## src/rtl/onehot_rr_arbiter_pkg.sv

```systemverilog
// ============================================================================
// Module : onehot_rr_arbiter_pkg
// Brief  : Shared constants, FSM state type and helpers for the RR arbiter.
// Rev    : 1.0  initial release
// ============================================================================
`default_nettype none

package onehot_rr_arbiter_pkg;

    localparam int N     = 8;
    localparam int PTR_W = 3;

    typedef enum logic [0:0] {
        IDLE  = 1'b0,
        OFFER = 1'b1
    } state_t;

    // Index of a one-hot vector; result is undefined-free (0) for a zero input.
    function automatic logic [PTR_W-1:0] onehot_to_idx(input logic [N-1:0] v);
        logic [PTR_W-1:0] r;
        r = '0;
        for (int i = 0; i < N; i++) begin
            if (v[i]) begin
                r = r | PTR_W'(i);
            end
        end
        return r;
    endfunction

endpackage

`default_nettype wire

```

## src/rtl/onehot_rr_arbiter_rr_pick.sv

```systemverilog
// ============================================================================
// Module : onehot_rr_arbiter_rr_pick
// Brief  : Combinational rotate-priority picker: first set bit at or after
//          i_ptr (wrapping) is returned one-hot.
// Rev    : 1.0  initial release
// ============================================================================
`default_nettype none

module onehot_rr_arbiter_rr_pick
    import onehot_rr_arbiter_pkg::*;
(
    input  logic [N-1:0]     i_vec,
    input  logic [PTR_W-1:0] i_ptr,
    output logic [N-1:0]     o_onehot,
    output logic             o_found
);

    logic [PTR_W-1:0] w_idx;

    // Scan from the farthest offset down so the nearest set bit is written last.
    always_comb begin
        o_onehot = '0;
        o_found  = 1'b0;
        w_idx    = '0;
        for (int j = N - 1; j >= 0; j--) begin
            w_idx = i_ptr + PTR_W'(j);
            if (i_vec[w_idx]) begin
                o_onehot        = '0;
                o_onehot[w_idx] = 1'b1;
                o_found         = 1'b1;
            end
        end
    end

endmodule

`default_nettype wire

```

## src/rtl/onehot_rr_arbiter.sv

```systemverilog
// ============================================================================
// Module : onehot_rr_arbiter
// Brief  : Latches request pulses and issues one-hot round-robin grants with a
//          valid/ready handshake.
// Rev    : 1.0  initial release
// ============================================================================
`default_nettype none

module onehot_rr_arbiter
    import onehot_rr_arbiter_pkg::*;
(
    input  logic         clk,
    input  logic         rst,
    input  logic [N-1:0] req_i,
    output logic [N-1:0] gnt_o,
    output logic         gnt_valid_o,
    input  logic         gnt_ready_i,
    output logic [N-1:0] pending_o,
    output logic         busy_o
);

    state_t           r_state;
    state_t           w_state_next;
    logic [N-1:0]     r_gnt;
    logic [N-1:0]     w_gnt_next;
    logic [PTR_W-1:0] r_ptr;
    logic [PTR_W-1:0] w_ptr_next;
    logic [N-1:0]     r_pending;

    logic             w_accept;
    logic [N-1:0]     w_clr;
    logic [N-1:0]     w_rem;
    logic [PTR_W-1:0] w_ptr_after;
    logic [N-1:0]     w_pick_vec;
    logic [PTR_W-1:0] w_pick_ptr;
    logic [N-1:0]     w_pick;
    logic             w_found;

    assign w_accept    = (r_state == OFFER) && gnt_ready_i;
    assign w_clr       = w_accept ? r_gnt : '0;
    assign w_rem       = r_pending & ~r_gnt;
    assign w_ptr_after = onehot_to_idx(r_gnt) + PTR_W'(1);

    // While offering, the picker looks ahead at what remains after acceptance.
    assign w_pick_vec  = (r_state == OFFER) ? w_rem       : r_pending;
    assign w_pick_ptr  = (r_state == OFFER) ? w_ptr_after : r_ptr;

    onehot_rr_arbiter_rr_pick u_pick (
        .i_vec    (w_pick_vec),
        .i_ptr    (w_pick_ptr),
        .o_onehot (w_pick),
        .o_found  (w_found)
    );

    always_ff @(posedge clk) begin
        if (rst) begin
            r_state   <= IDLE;
            r_gnt     <= '0;
            r_ptr     <= '0;
            r_pending <= '0;
        end else begin
            r_state   <= w_state_next;
            r_gnt     <= w_gnt_next;
            r_ptr     <= w_ptr_next;
            r_pending <= (r_pending & ~w_clr) | req_i;
        end
    end

    always_comb begin
        w_state_next = r_state;
        w_gnt_next   = r_gnt;
        w_ptr_next   = r_ptr;
        case (r_state)
            IDLE: begin
                if (w_found) begin
                    w_gnt_next   = w_pick;
                    w_state_next = OFFER;
                end
            end
            OFFER: begin
                if (gnt_ready_i) begin
                    w_ptr_next = w_ptr_after;
                    if (w_found) begin
                        w_gnt_next = w_pick;
                    end else begin
                        w_gnt_next   = '0;
                        w_state_next = IDLE;
                    end
                end
            end
            default: begin
                w_gnt_next   = '0;
                w_state_next = IDLE;
            end
        endcase
    end

    always_comb begin
        gnt_valid_o = (r_state == OFFER);
        gnt_o       = gnt_valid_o ? r_gnt : '0;
        pending_o   = r_pending;
        busy_o      = (|r_pending) | gnt_valid_o;
    end

endmodule

`default_nettype wire

```

## config.mk

```make
export PLATFORM = sky130hd
export DESIGN_NAME = onehot_rr_arbiter
export DESIGN_NICKNAME = d
export VERILOG_FILES = /design/src/rtl/onehot_rr_arbiter_pkg.sv /design/src/rtl/onehot_rr_arbiter_rr_pick.sv /design/src/rtl/onehot_rr_arbiter.sv
export SDC_FILE = /design/constraint.sdc
export NUM_CORES = 1
export LEC_CHECK = 0
export ABC_CLOCK_PERIOD_IN_PS = 6400
export CORE_UTILIZATION = 62
export CTS_BUF_LIST = sky130_fd_sc_hd__clkbuf_4 sky130_fd_sc_hd__clkbuf_8
export CTS_CLUSTER_DIAMETER = 40
export CTS_CLUSTER_SIZE = 25
export DETAILED_ROUTE_END_ITERATION = 10
export PLACE_DENSITY_LB_ADDON = 0.15
export SLEW_MARGIN = 15
export SYNTH_ARGS = -nofsm -noshare
export SYNTH_HDL_FRONTEND = slang
export SYNTH_HIERARCHICAL = 1
export SYNTH_SLANG_ARGS = --single-unit
```

## constraint.sdc

```tcl
create_clock -name clk -period 6.4 [get_ports clk]
set_clock_uncertainty 0.2 [all_clocks]
set_input_delay 1.28 -clock clk [delete_from_list [all_inputs] [get_ports clk]]
set_output_delay 1.28 -clock clk [all_outputs]
set_load 0.005 [all_outputs]
```

==> impl_metrics.csv <==
group,metric,value,unit
clock_tree,clock_latency,310,ps
floorplan,start_util,65.8,%
floorplan,core,3420,um^2
synth,synth-compound-area-share,20.8,%
place,dpl.hpwl,4240,um
global_routing,grt_max_degree,27,
global_routing,grt_pass1_wl,9730,um
synth,yosysTopAreaCell,"dfxtp_1",
place,placement.io_buffers,28,
clock_tree,cts_sinks,20,
floorplan,row_count,21,
detailed_routing,drc,0,
floorplan,dieArea,3870,um^2
global_routing,antenna_found_initial,0,
min_path,hold_class,"reg2reg",
global_routing,grt_usage,31.6,%
critical_path,crit_type,"reg2reg",
timing,finalSetupTns,0,ps
critical_path,arrival,4580,ps
final_layout,multi_input_area,1630,um^2
critical_path,crit_path_cell_trace,"or4_2 > ha_1 > mux2_2 > inv_1 > ha_1 > mux4_2 > nand2_1 > and4_1 > nand4_1 > mux2i_2 > a32oi_1 > nor2_1",
critical_path,cp_slowest_cell,"or4_2",
final_layout,fill_cells,292,
clock_tree,cts_resized,0,
synth,synth_xor_area_share,2.28,%
detailed_routing,wl_met2,2840,um
synth,syn_inst,283,
timing,tightest_slew,834,ps
min_path,holdCritStartpoint,"r_ptr[0]",
synth,synthTopCellsByCount,"nand3_1 (36), a21oi_1 (27), nand2_1 (27), dfxtp_1 (20), nor2_1 (20)",
place,routabilityCongestion,0.886,
synth,synth_top_family_by_area,"simple AND/OR/NAND/NOR gates",
timing,fin_crit_sh,70.8,%
final_layout,diodes,0,
critical_path,crit_start,"r_gnt[7]",
synth,synth-simple-area-share,28.7,%
clock_tree,cts_hold_buf,0,
synth,yosys-top-cells-area,"dfxtp_1 (18%), nand3_1 (8.0%), mux4_2 (7.0%)",
synth,ys_async_sr_fraction,0,%
floorplan,die_y,62.2,um
synth,ys_types,47,
critical_path,reg2reg_from,"r_gnt[7]",
timing,setup_violations,0,
floorplan,die_width,62.2,um
critical_path,crit_fanout,12,
clock_tree,clock-root-buffer,"clkbuf_4",
synth,synth_fa_ha_area_share,3.90,%
clock_tree,clkTransAtPathRegs,120,ps
final_layout,drive_gt1_share,10.0,%
critical_path,critPathMostFrequentCell,"ha_1",
timing,final_hold_viol_count,0,
synth,synth_fp_nets,301,
global_routing,grt_pass1_vias,1998,
clock_tree,postCtsSetupBuffers,0,
clock_tree,cts_tree,"built",
run_status,status,"complete, no violations",
synth,ys_ff_latch,20,
synth,synth_edf_count,0,
final_layout,area_growth,9.42,%
detailed_routing,highest_layer,"met4",
detailed_routing,first_pass_iters,5,
floorplan,boundaryPins,29,
flow_run,cap_violations,0,
detailed_routing,wirelength,6060,um
timing,drv_slew,0,
global_routing,grt_overflow,0,
final_layout,final_cells,336,
synth,synthMuxAreaShare,17.0,%
final_layout,final_nets,309,
detailed_routing,drt-met1-wl,2500,um
synth,ys.flop_type,"dfxtp_1",
clock_tree,cts_buffers,3,
detailed_routing,met3_wirelength,504,um
synth,avgSynthCellArea,7.94,um^2
timing,period_needed,4530,ps
critical_path,startpoint_type,"flop",
synth,synth_top_area_share,17.8,%
clock_tree,clockBufferDepth,2,
synth,yosysMostFrequentCell,"nand3_1",
detailed_routing,vias_per_cell,6.70,
critical_path,required,6450,ps
synth,yosys_warnings,6,
timing,rsz0062_at_grt,"false",
critical_path,slowest_delay,680,ps
place,dp_cells,332,
final_layout,regArea,400,um^2
timing,fmax,0.221,GHz
detailed_routing,routedWlPerCell,18.0,um
detailed_routing,via_count,2251,
timing,slew_headroom,44.0,%
clock_tree,cts.htree.levels,1,
detailed_routing,ant_nets,0,
detailed_routing,initialDrtViolationCount,399,
synth,ys_seq_area_share,17.8,%
synth,synth.cell_area,2250,um^2
critical_path,end_kind,"flop",
-- routing by layer --
metal | GRT usage (%) | up-vias
li1 | - | 1056
met1 | 39.7 | 1035
met2 | 51.0 | 137
met3 | 5.33 | 23
met4 | 18.0 | 0
met5 | 0 | -
-- path summary, 6_finish.rpt --
check | endpoint | slack (ps) | cells after the start
worst max-delay path | r_gnt[5] | 1870 | 12
worst max register to register | r_gnt[5] | 1870 | 12
worst min-delay path | r_ptr[0] | 280 | 2
worst min register to register | r_ptr[0] | 280 | 2
-- state kept, by name, indices dropped and copies added (netlist names) --
name	flops
r_gnt	8
pending_o	8
gnt_valid_o	1
r_ptr	3
-- per-stage QoR --
| stage | utilization (%) | setup WS [ps] | hold WS (ps) | area (um^2) |
|---|---|---|---|---|
| global route | 71.9 | 1520 | 307 | 2460 |
| finish | 71.9 | 1870 | 276 | 2460 |
| floorplan | - | 2420 | 234 | 2250 |
| detailed placement | 70.4 | 1950 | 258 | 2400 |
| CTS | 71.9 | 1890 | 275 | 2460 |
| global placement | 70.4 | 2060 | 243 | 2400 |
-- area by class of cell --
type	instances	share of cell area (%)
multi-input cells	230	66.4
flip-flops and latches	20	16.3
well taps	46	2.34
clock inverters	1	1.22
inverters	7	1.07
clock buffers	3	0.916
repair buffers	29	11.7
-- cell families after synthesis --
| group | Yosys count |
|---|---|
| AO/OA/AOI/OAI | 70 |
| XOR/XNOR | 5 |
| adder cells (fa/ha/maj) | 7 |
| buffers and inverters | 33 |
| flip-flops | 20 |
| multiplexers | 25 |
| AND/OR/NAND/NOR | 123 |
-- critical path: cells and delay by family (launching register included) --
kind                       cells  cell delay [ps]
DFF                            1              400
buffers and inverters          1              140
adders and majority gates      2              750
and+or+nand+nor                5             1660
AOI/OAI and AO/OA              1              110
muxes                          3             1210
-- layout by cell type, fill, tap and decap left out, types with 2 or more instances in the layout --
cell / Yosys / layout
nand2_1: 27 / 27
clkbuf_4: 1 / 3
xnor2_1: 3 / 3
a22o_1: 8 / 8
a21oi_1: 27 / 27
nand2_2: 2 / 2
nand3_1: 36 / 36
nor3_2: 2 / 2
o21ai_1: 8 / 8
o22ai_2: 2 / 2
dfxtp_1: 20 / 20
nor2_1: 20 / 20
clkdlybuf4s50_1: 0 / 28
nor2b_1: 10 / 10
mux2_2: 2 / 2
inv_1: 7 / 7
nand2b_1: 3 / 3
a221oi_1: 7 / 7
a32oi_1: 8 / 8
o21ai_0: 8 / 8
mux2i_1: 12 / 12
mux4_2: 7 / 7
nor4_1: 4 / 4
mux4_1: 2 / 2
ha_1: 7 / 7
and2_1: 9 / 9
Power is not shown: default switching activity piles up to over one toggle a cycle in this logic, so the estimate is an artifact.
